**config.mk**
```make
export PLATFORM = sky130hd
export DESIGN_NAME = line_buffer_wr_ctrl
export DESIGN_NICKNAME = d
export VERILOG_FILES = /design/src/rtl/line_buf_pkg.sv /design/src/rtl/line_pix_counter.sv /design/src/rtl/line_buffer_wr_ctrl.sv
export SDC_FILE = /design/constraint.sdc
export NUM_CORES = 1
export LEC_CHECK = 0
export BUFFER_PORTS_ARGS = -buffer_cell sky130_fd_sc_hd__buf_2
export CORE_ASPECT_RATIO = 1.4
export CORE_MARGIN = 2
export CORE_UTILIZATION = 47
export CTS_CLUSTER_DIAMETER = 60
export DETAILED_ROUTE_END_ITERATION = 6
export GPL_ROUTABILITY_DRIVEN = 0
export HOLD_SLACK_MARGIN = 0.1
export PLACE_DENSITY = 0.74
export SYNTH_ARGS = -nofsm -noshare
export SYNTH_HDL_FRONTEND = slang
export SYNTH_SLANG_ARGS = --single-unit
```
**constraint.sdc**
```tcl
create_clock -name clk -period 1.55 [get_ports clk]
set_input_delay 0.155 -clock clk [delete_from_list [all_inputs] [get_ports clk]]
set_output_delay 0.155 -clock clk [all_outputs]
set_load 0.01 [all_outputs]
```
**src/rtl/line_buf_pkg.sv**
```systemverilog
// Shared definitions for the 4-line rotating line buffer (write and read sides).
package line_buf_pkg;

  localparam int NUM_LINE_BUFS    = 4;
  localparam int LINES_FOR_WINDOW = 3;

  // Index of one of the four line buffers; 2 bits so that +1 wraps naturally.
  typedef logic [1:0]               buf_idx_t;
  typedef logic [NUM_LINE_BUFS-1:0] buf_en_t;

  // Completed-line counter, saturating at LINES_FOR_WINDOW.
  typedef logic [1:0] line_cnt_t;
  localparam line_cnt_t LINE_CNT_FULL = line_cnt_t'(LINES_FOR_WINDOW);

  // FILL while fewer than LINES_FOR_WINDOW lines are stored, STREAM afterwards.
  typedef enum logic {
    PHASE_FILL   = 1'b0,
    PHASE_STREAM = 1'b1
  } phase_t;

  // Next buffer in the rotation; the read side uses the same function to find
  // the oldest stored line relative to the published select.
  function automatic buf_idx_t next_buf_idx(input buf_idx_t idx);
    return idx + buf_idx_t'(1);
  endfunction

  // One-hot write enable for buffer idx.
  function automatic buf_en_t buf_onehot(input buf_idx_t idx);
    return buf_en_t'(1) << idx;
  endfunction

endpackage

```
**src/rtl/line_pix_counter.sv**
```systemverilog
// Pixel position within the current line, wrapping at IMG_WIDTH-1 (not a
// power-of-two wrap), with a combinational end-of-line strobe.
module line_pix_counter #(
  parameter int IMG_WIDTH = 512,
  parameter int ADDR_W    = 9
) (
  input  logic              clk,
  input  logic              rst,
  input  logic              pix_valid,
  output logic [ADDR_W-1:0] pix_cnt,
  output logic              eol
);

  localparam logic [ADDR_W-1:0] LAST_PIX = ADDR_W'(IMG_WIDTH - 1);

  // The pixel being accepted this cycle is the last one of the line.
  assign eol = pix_valid && (pix_cnt == LAST_PIX);

  // Advance on every accepted pixel; idle cycles leave the position untouched.
  always_ff @(posedge clk or posedge rst) begin
    // NOTE: state registers use non-blocking assignments so every flop samples
    // pre-edge values regardless of block ordering.
    if (rst) begin
      pix_cnt <= '0;
    end else if (pix_valid) begin
      pix_cnt <= eol ? '0 : pix_cnt + 1'b1;
    end
  end

endmodule

```
**src/rtl/line_buffer_wr_ctrl.sv**
```systemverilog
// Write-side controller of the 4-line rotating line buffer: steers each pixel
// into the current buffer, rotates buffers at end of line and publishes the
// buffer select used by the read-side 4:1 selectors.
module line_buffer_wr_ctrl
  import line_buf_pkg::*;
#(
  parameter int IMG_WIDTH = 512,
  parameter int DATA_W    = 8,
  parameter int ADDR_W    = 9
) (
  input  logic              clk,
  input  logic              rst,
  input  logic [DATA_W-1:0] i_pix_data,
  input  logic              i_pix_valid,
  output logic [DATA_W-1:0] o_wr_data,
  output logic [3:0]        o_wr_en,
  output logic [ADDR_W-1:0] o_wr_addr,
  output logic [1:0]        o_rd_sel,
  output logic              o_line_done,
  output logic              o_lines_ready
);

  logic [ADDR_W-1:0] pix_cnt;
  logic              eol;
  buf_idx_t          wr_idx;
  line_cnt_t         line_cnt;
  line_cnt_t         line_cnt_next;
  phase_t            phase_next;

  line_pix_counter #(
    .IMG_WIDTH (IMG_WIDTH),
    .ADDR_W    (ADDR_W)
  ) u_pix_counter (
    .clk       (clk),
    .rst       (rst),
    .pix_valid (i_pix_valid),
    .pix_cnt   (pix_cnt),
    .eol       (eol)
  );

  // Completed-line count after this cycle and the operating phase it implies.
  always_comb begin
    // NOTE: every always_comb output gets a default first so no path leaves it
    // unassigned and no latch is inferred.
    line_cnt_next = line_cnt;
    if (eol && (line_cnt != LINE_CNT_FULL)) begin
      line_cnt_next = line_cnt + 1'b1;
    end
    phase_next = (line_cnt_next == LINE_CNT_FULL) ? PHASE_STREAM : PHASE_FILL;
  end

  // Buffer rotation, line counting and the registered write-port outputs.
  always_ff @(posedge clk or posedge rst) begin
    if (rst) begin
      wr_idx        <= '0;
      line_cnt      <= '0;
      o_wr_data     <= '0;
      o_wr_en       <= '0;
      o_wr_addr     <= '0;
      o_rd_sel      <= '0;
      o_line_done   <= 1'b0;
      o_lines_ready <= 1'b0;
    end else begin
      // The select trails wr_idx by one edge so it flips together with the
      // first write into the new buffer, never exposing it as a completed line.
      o_rd_sel      <= wr_idx;
      line_cnt      <= line_cnt_next;
      // line_cnt saturates, so once STREAM is reached it is held until reset.
      o_lines_ready <= (phase_next == PHASE_STREAM);
      o_line_done   <= eol;
      if (i_pix_valid) begin
        o_wr_en   <= buf_onehot(wr_idx);
        o_wr_addr <= pix_cnt;
        o_wr_data <= i_pix_data;
        if (eol) begin
          wr_idx <= next_buf_idx(wr_idx);
        end
      end else begin
        // Address and data hold their last value during gaps.
        o_wr_en <= '0;
      end
    end
  end

endmodule

```
---- Word-level counts from Yosys, hierarchy flattened ----
Index checks and enable logic that the tools add are counted.
word-level totals
  flip-flop bits (word level) ............. 38
  input port bits ......................... 11
  output and inout bits ................... 25
  logic and storage cells ................. 23
cells by class
  add/sub/neg operators ................... 3
  equal/unequal tests ..................... 3
  shift-type cells ........................ 1
  muxes and demuxes ....................... 4
  reductions and logical operators ........ 3
operator list
  cell                                             number
  adder 9 x 1 -> 9 bit, second input constant      1
  == test 9 bit, second input constant             1
  2-to-1 mux 9 bit                                 1
  adder 2 x 1 -> 2 bit, second input constant      2
  2-to-1 mux 4 bit                                 1
  left shift 1 x 2 -> 4 bit, first input constant  1
  == test 2 bit, second input constant             1
  logical AND 1 bit                                2
  2-to-1 mux 2 bit                                 1
  != test 2 bit, second input constant             1
  AND reduction 2 bit                              1
  2-to-1 mux 1 bit                                 1

---- Longest topological paths before layout ----
Gate-level depths: netlist (run 1).
  word-level depth ........................ 6
  depth in mapped cells ................... 8
  gate-level depth less buffers ........... 7

---- Cells and area by module ----
Synthesis (run 1) repeated with hierarchy kept, for this count alone.
second synthesis, totals
  cell total of the unflattened synthesis .. 120
  area, all modules ....................... 1601.5 um^2
by module, submodules not included
  module               times used  cells each  area each (um^2)  seq. area each (um^2)
  line_buffer_wr_ctrl  1           68          1116.1            725.7
  line_pix_counter     1           52          485.5             225.2

---- Least setup slack after synthesis (run 1) ----
No wires, ideal clock.
  kind .................................... reg-to-reg
  from .................................... reg u_pix_counter.pix_cnt[0]
  to ...................................... reg wr_idx[1]
  setup time .............................. 126 ps
  arrival ................................. 1419 ps
  required time ........................... 1424 ps
  slack ................................... 4 ps
  stages on the path, launching flop included .. 9
  period minus slack after synthesis ...... 1546 ps
  path through ............................ dfrtp_1 > ha_1 > nand3_1 > nor2_1 > ha_1 > and2_1 > buf_2 > nand2_1 > o21ai_0
on the way
  longest elaborated chain between the ends .. 3
ends and longest elaborated chain
  item                                  RTL line                   source
  from (decl)                           line_pix_counter.sv:10     output logic [ADDR_W-1:0] pix_cnt,
  from (signal assigned)                line_pix_counter.sv:26     pix_cnt <= eol ? '0 : pix_cnt + 1'b1;
  == test 9 bit                         line_pix_counter.sv:17     assign eol = pix_valid && (pix_cnt == LAST_PIX);
  logical AND 1 bit                     line_pix_counter.sv:17
  net eol                               line_buffer_wr_ctrl.sv:24  logic eol;
  AND reduction 2 bit (no source line)  n/a
  to (signal assigned)                  line_buffer_wr_ctrl.sv:76  wr_idx <= next_buf_idx(wr_idx);
  to (decl)                             line_buffer_wr_ctrl.sv:25  buf_idx_t wr_idx;
The timed path passes the listed nets, and every way through them passes these cells.
A chain may end at the register's enable or synchronous reset.

---- Worst setup path in the final report (run 1) ----
  from .................................... reg u_pix_counter.pix_cnt[5]
  to ...................................... reg o_lines_ready
on the way
  longest elaborated chain between the ends .. 6
ends and longest elaborated chain
  item                  RTL line                   source
  == test 9 bit         line_pix_counter.sv:17
  logical AND 1 bit     line_pix_counter.sv:17
  logical AND 1 bit     line_buffer_wr_ctrl.sv:46  if (eol && (line_cnt != LINE_CNT_FULL)) begin
  2-to-1 mux 2 bit      line_buffer_wr_ctrl.sv:46
  == test 2 bit         line_buffer_wr_ctrl.sv:49  phase_next = (line_cnt_next == LINE_CNT_FULL) ? PHASE_STREAM : PHASE_FILL;
  2-to-1 mux 1 bit      line_buffer_wr_ctrl.sv:49
  net phase_next        line_buffer_wr_ctrl.sv:28  phase_t phase_next;
  to (signal assigned)  line_buffer_wr_ctrl.sv:69  o_lines_ready <= (phase_next == PHASE_STREAM);
  to (decl)             line_buffer_wr_ctrl.sv:20  output logic o_lines_ready
The timed path passes the listed nets, and every way through them passes these cells.

==> results of run 1 <==
[state kept, by name, summed over array words and instances, names as in the netlist]
signal	cells
u_pix_counter.pix_cnt	9
line_cnt	2
o_wr_addr	9
o_lines_ready	1
o_rd_sel	2
o_line_done	1
o_wr_data	8
o_wr_en	4
wr_idx	2
[routing by layer]
metal | up-vias | GRT usage (%)
met5 | - | 0
met4 | 0 | 7.41
met3 | 6 | 5.56
met2 | 35 | 29.3
met1 | 499 | 18.6
li1 | 509 | -
[final timing paths]
kind / from / end
worst max register to register: u_pix_counter.pix_cnt[5] / o_lines_ready
worst min-delay path: i_pix_data[4] / o_wr_data[4]
worst min register to register: wr_idx[1] / o_rd_sel[1]
worst max-delay path: u_pix_counter.pix_cnt[5] / o_lines_ready
max in group asynchronous: rst / o_wr_addr[2]
min in group asynchronous: rst / o_wr_en[1]
[area by class of cell]
cell class	instances	area [sq um]	share of cell area, %
well taps	39	48.8	2.41
clock buffers	8	110	5.43
inverters	6	22.5	1.11
multi-input cells	69	577	28.5
flip-flops and latches	38	951	46.9
repair buffers	52	318	15.7
[cells by family (layout without fill, tap and decap cells)]
kind of cell	count (synthesis)	after routing	synth area share, %
flops	38	38	61.3
simple gates	27	27	10.0
mux	20	20	14.4
compound gates	12	12	4.03
buf+inv	11	66	2.98
fa+ha+maj	7	7	5.64
xor+xnor	3	3	1.69
[layout by cell type, fill, tap and decap left out, drive strengths merged]
| master | netlist | routed |
|---|---|---|
| nand3b | 2 | 2 |
| clkbuf | 1 | 8 |
| nand2b | 1 | 1 |
| xor2 | 2 | 2 |
| or3 | 3 | 3 |
| nor2 | 3 | 3 |
| inv | 6 | 6 |
| a21oi | 3 | 3 |
| ha | 7 | 7 |
| dfrtp | 38 | 38 |
| o21ai | 7 | 7 |
| o22ai | 2 | 2 |
| mux2 | 18 | 18 |
| buf | 4 | 46 |
| nor2b | 1 | 1 |
| nand4 | 3 | 3 |
| dlygate4sd3 | 0 | 6 |
| mux2i | 2 | 2 |
| nand2 | 6 | 6 |
| xnor2 | 1 | 1 |
| nand3 | 2 | 2 |
| and2 | 5 | 5 |
| and3b | 1 | 1 |
[critical path: cells and delay by family (launching register included)]
kind                     cells  cell delay [ns]
multiplexers                 1             0.07
AND/OR/NAND/NOR              4             0.66
flip-flops                   1             0.43
adder cells (fa/ha/maj)      1             0.19
[power by group through the flow]
stage                     Clock, mW  Combinational [mW]  Sequential (mW)
after CTS                     0.793               0.668             1.27
after global routing          0.819               0.756             1.30
final                         0.772               0.684             1.28
after detailed placement          0               0.656             1.29
after global placement            0               0.628             1.28
after floorplan                   0               0.273             1.37
[what timing repair did]
action	CTS	global route
endpoints found under the setup margin	0	9
buffers inserted	0	1
hold buffers	6	0
resized for setup	0	7
endpoints found under the hold margin	43	0
[through the flow]
step | worst slack, ns | power (mW)
after floorplan | 0.00416 | 1.64
after global placement | 0.117 | 1.91
after detailed placement | 0.0170 | 1.95
after CTS | 0.00382 | 2.73
after global routing | 0.00372 | 2.88
final | 0.0884 | 2.73
==> results.py, run 1 <==
metrics = {
    "floorplan": {
        "pin_count": 36,
        "die_w_microns": 52.6,
        "fp.dieH_microns": 72.0,
        "initial_utilization_pct": 49.7,
        "coreArea_sq_um": 3120,
        "rows": 24,
        "die_area_sq_um": 3780,
    },
    "power": {
        "p_switching_mw": 0.754,
        "power_frac_clock_pct": 28.3,
        "switching_share_pct": 27.6,
        "pwr-share-seq_pct": 46.7,
        "power.density_nw_per_um2": 1350,
        "comb_power_share_pct": 25.0,
        "ir_drop_v": 0.000984,
        "p_int_mw": 1.98,
        "p_leak_nw": 1.02,
    },
    "synthesis": {
        "ys_seq_elements": 38,
        "netlist_instances": 118,
        "synth-main-ff-cell": "dfrtp_1",
        "syn-num-nets": 136,
        "yosysMostFrequentCell": "dfrtp_1",
        "syn_avg_cell_area_sq_um": 13.1,
        "yosysWarningCount": 0,
        "ys_top_cells_by_count": "dfrtp_1 (38), mux2_2 (18), ha_1 (7), o21ai_0 (7)",
        "async_reset_ff_share_pct": 100,
        "post_synth_num_cell_types": 23,
        "ys_seq_area_share_pct": 61.3,
        "syn_area_sq_um": 1550,
        "yosysTopAreaCell": "dfrtp_1",
        "synthTopCellsByArea": "dfrtp_1 (61%), mux2_2 (13%), ha_1 (5.6%), o21ai_0 (2.3%), and2_1 (2.0%)",
        "synth_top_area_share_pct": 61.3,
        "synth_edf_count": 0,
    },
    "global_routing": {
        "antenna_found_initial": 0,
        "grt_pass1_wl_microns": 4710,
        "track_usage_pct": 17.0,
        "grt_overflow": 0,
        "grt_pass1_vias": 1118,
        "grt_max_degree": 39,
    },
    "drt": {
        "ant_nets": 0,
        "dr_wl_met3_microns": 158,
        "wirelength_microns": 2760,
        "post_drt_wl_per_cell_microns": 13.0,
        "top_layer_used": "met4",
        "drt_iter0_markers": 8,
        "drc_errors": 0,
        "vias": 1049,
        "via_per_inst": 4.95,
        "wl_met2_microns": 1440,
        "wl_met1_microns": 1110,
        "drtPass1Iterations": 4,
    },
    "placed_design": {
        "portBuffers": 35,
        "dp_hpwl_microns": 1930,
        "dp_cells": 197,
        "placed_area_sq_um": 1830,
    },
    "cts": {
        "path_clk_slew_ns": 0.07,
        "cts_made_buffers": 5,
        "cts.path.max_buffers": 2,
        "clockRootBuffer": "clkbuf_8",
        "cts_tree": "built",
        "insertion_delay_ns": 0.28,
        "clkSinkCount": 38,
        "htreeDepth": 2,
    },
    "critical_path": {
        "critPathLaunchType": "register",
        "max_stage_delay_ns": 0.43,
        "critPathMaxFanout": 5,
        "cp_cell_sequence": "nand4_1, nor2_2, ha_2, and3b_2, nand2b_4, mux2i_1",
        "cp-end-kind": "register",
        "crit_slowest_cell": "dfrtp_1",
        "r2r_slack_ns": 0.09,
        "cp.arrival_ns": 1.63,
        "critPathRequiredTime_ns": 1.72,
        "rr_worst_depth": 6,
        "critPathKind": "register to register",
    },
    "final_layout": {
        "final_cells": 212,
        "fin_nets": 190,
        "fillCellCount": 251,
        "finalCoreUtilization_pct": 64.9,
        "areaGrowthSynthToFinish_pct": 30.6,
        "drive_gt1_share_pct": 46.2,
        "final_area_sq_um": 2030,
        "antenna_cells": 0,
    },
    "status": {
        "status": "completed",
    },
    "sta": {
        "worstMarginPinSlew_ns": 0.465,
        "holdWs_ns": 0.109,
        "fin_crit_sh_pct": 94.3,
        "hold_viol_final": 0,
        "finClkSkew_ns": 0.00215,
        "slew_viol_final": 0,
        "rsz0062_at_grt": "no",
        "slew_headroom_pct": 69.0,
        "maxClockFrequency_mhz": 684,
        "setup_viol": 0,
        "min_period_ns": 1.46,
        "tns_ns": 0,
    },
    "hold_path": {
        "min_path_cells": 2,
        "hold_class": "input pin to register",
    },
    "flow_run": {
        "drv_cap": 0,
    },
}
No activity file was read; power rests on OpenSTA's default activity.
==> inputs of run 2 (changes only) <==
Settings changed: CELL_PAD_IN_SITES_DETAIL_PLACEMENT set to 1, CELL_PAD_IN_SITES_GLOBAL_PLACEMENT set to 1, CORE_ASPECT_RATIO 1.4 to 1.25, CORE_UTILIZATION 47 to 37, PLACE_DENSITY 0.74 to unset, PLACE_DENSITY_LB_ADDON set to 0.1.
==> results.py, run 2 (synthesis gave the netlist of run 1 again) <==
metrics = {
    "final_layout": {
        "multi_input_area_sq_um": 584,
        "final_common_cell": "dfrtp_1",
        "finalCoreUtilization_pct": 50.6,
        "drive_gt1_share_pct": 47.2,
        "fin_nets": 193,
        "areaGrowthSynthToFinish_pct": 32.7,
        "seq_area_sq_um": 951,
        "reg_top3": "o_wr_addr (9), u_pix_counter.pix_cnt (9), o_wr_data (8)",
        "fillCellCount": 456,
        "final_area_sq_um": 2060,
        "layout_common_cells": "dfrtp_1 (38), buf_2 (35), mux2_2 (18)",
        "antenna_cells": 0,
    },
    "power": {
        "p_leak_nw": 1.02,
        "p_total_mw": 2.68,
        "power_frac_clock_pct": 25.5,
        "power.density_nw_per_um2": 1300,
        "p_int_mw": 1.90,
        "ir_drop_v": 0.000685,
        "pwr-share-seq_pct": 47.8,
        "comb_power_share_pct": 26.7,
        "p_switching_mw": 0.774,
        "switching_share_pct": 28.9,
    },
    "floorplan": {
        "die_area_sq_um": 4730,
        "fp.dieH_microns": 76.4,
        "pin_count": 36,
        "rows": 26,
        "die_w_microns": 61.9,
        "initial_utilization_pct": 38.2,
        "coreArea_sq_um": 4070,
    },
    "sta": {
        "setup_viol": 0,
        "holdWs_ns": 0.107,
        "finClkSkew_ns": 0.00494,
        "layout_setup_ws_ns": 0.0355,
        "hold_viol_final": 0,
        "rsz0062_at_grt": "yes",
        "slew_headroom_pct": 68.5,
        "fin_crit_sh_pct": 97.7,
        "slew_viol_final": 0,
        "worstMarginPinSlew_ns": 0.472,
        "maxClockFrequency_mhz": 660,
        "min_period_ns": 1.51,
    },
    "cts": {
        "cts.path.max_buffers": 2,
        "cts_made_buffers": 5,
        "insertion_delay_ns": 0.29,
        "path_clk_slew_ns": 0.07,
        "clkSinkCount": 38,
        "clockRootBuffer": "clkbuf_8",
        "cts_tree": "built",
        "htreeDepth": 2,
    },
    "critical_path": {
        "cp.arrival_ns": 1.68,
        "critPathRequiredTime_ns": 1.72,
        "cp_cell_sequence": "ha_2, nand3_2, nor2_2, ha_2, and3b_2, buf_4, xor2_2",
        "critPathKind": "register to register",
        "crit_slowest_cell": "dfrtp_1",
        "reg2reg_to": "line_cnt[0]",
        "r2r_slack_ns": 0.04,
        "worst_r2r_startpoint": "u_pix_counter.pix_cnt[1]",
        "critPathMaxFanout": 3,
        "critPathLaunchType": "register",
        "critPathCapture": "line_cnt[0]",
        "crit_family": "flip-flops",
        "max_stage_delay_ns": 0.39,
        "rr_worst_depth": 7,
        "critPathBufInv": 1,
        "cp-startpoint": "u_pix_counter.pix_cnt[1]",
        "critPathMostFrequentCell": "ha_2",
        "cp.depth": 7,
        "cp-end-kind": "register",
    },
    "drt": {
        "wl_met2_microns": 1850,
        "post_drt_wl_per_cell_microns": 14.0,
        "drtPass1Iterations": 4,
        "ant_nets": 0,
        "wirelength_microns": 3240,
        "drt_iter0_markers": 7,
        "vias": 1107,
        "top_layer_used": "met4",
        "wl_met1_microns": 1180,
        "via_per_inst": 4.77,
        "drc_errors": 0,
        "dr_wl_met3_microns": 149,
    },
    "hold_path": {
        "hold_class": "input pin to register",
        "min_from": "i_pix_data[1]",
    },
    "global_routing": {
        "grt_pass1_wl_microns": 5320,
        "grt_pass1_vias": 1170,
        "antenna_found_initial": 0,
        "grt_max_degree": 39,
        "grt_overflow": 0,
        "track_usage_pct": 15.4,
    },
    "placed_design": {
        "place_ws_ns": -0.0121,
        "placed_area_sq_um": 1860,
        "dp_hpwl_microns": 2330,
        "portBuffers": 35,
    },
    "status": {
        "status": "completed",
    },
    "flow_run": {
        "drv_cap": 0,
    },
}
-- run 2: what timing repair did --
action,in CTS,in global routing
buffers inserted,1,1
pin swaps,1,5
hold buffers,5,1
hold endpoints to repair,42,1
setup endpoints to repair,1,8
gates resized for setup,3,5
-- run 2: routing by layer --
| layer | vias to the layer above | GRT usage (%) |
|---|---|---|
| met4 | 0 | 6.38 |
| met3 | 5 | 4.75 |
| met5 | - | 0 |
| li1 | 515 | - |
| met2 | 33 | 27.7 |
| met1 | 554 | 15.3 |
-- run 2: area by class of cell --
type | count | share of cell area, %
clock buffer | 7 | 4.19
clock inverter | 1 | 0.243
inverter | 6 | 1.09
multi-input combinational | 69 | 28.4
sequential | 38 | 46.2
tap | 56 | 3.40
timing repair buffer | 55 | 16.5
-- run 2: how the worst min path moves through the flow --
stage / end / cells past startpoint
final: o_wr_data[1] / 2
after global routing: o_wr_data[5] / 2
after CTS: o_wr_data[0] / 2
after detailed placement: o_rd_sel[0] / 3
after global placement: o_rd_sel[0] / 3
after floorplan: o_wr_data[3] / 1
-- run 2: per-stage QoR --
step / cells / TNS, ns
final: 232 / 0
after global placement: 216 / 0
after detailed placement: 216 / -0.0121
after global routing: 232 / -0.136
after floorplan: 118 / 0
after CTS: 230 / 0
-- run 2: power by group through the flow --
stage	sequential, mW	combinational (mW)	clock (mW)
2_1_floorplan	1.37	0.273	0
3_3_place_gp	1.27	0.659	0
3_5_place_dp	1.29	0.693	0
4_1_cts	1.28	0.706	0.721
5_1_grt	1.31	0.799	0.747
6_report	1.28	0.715	0.684
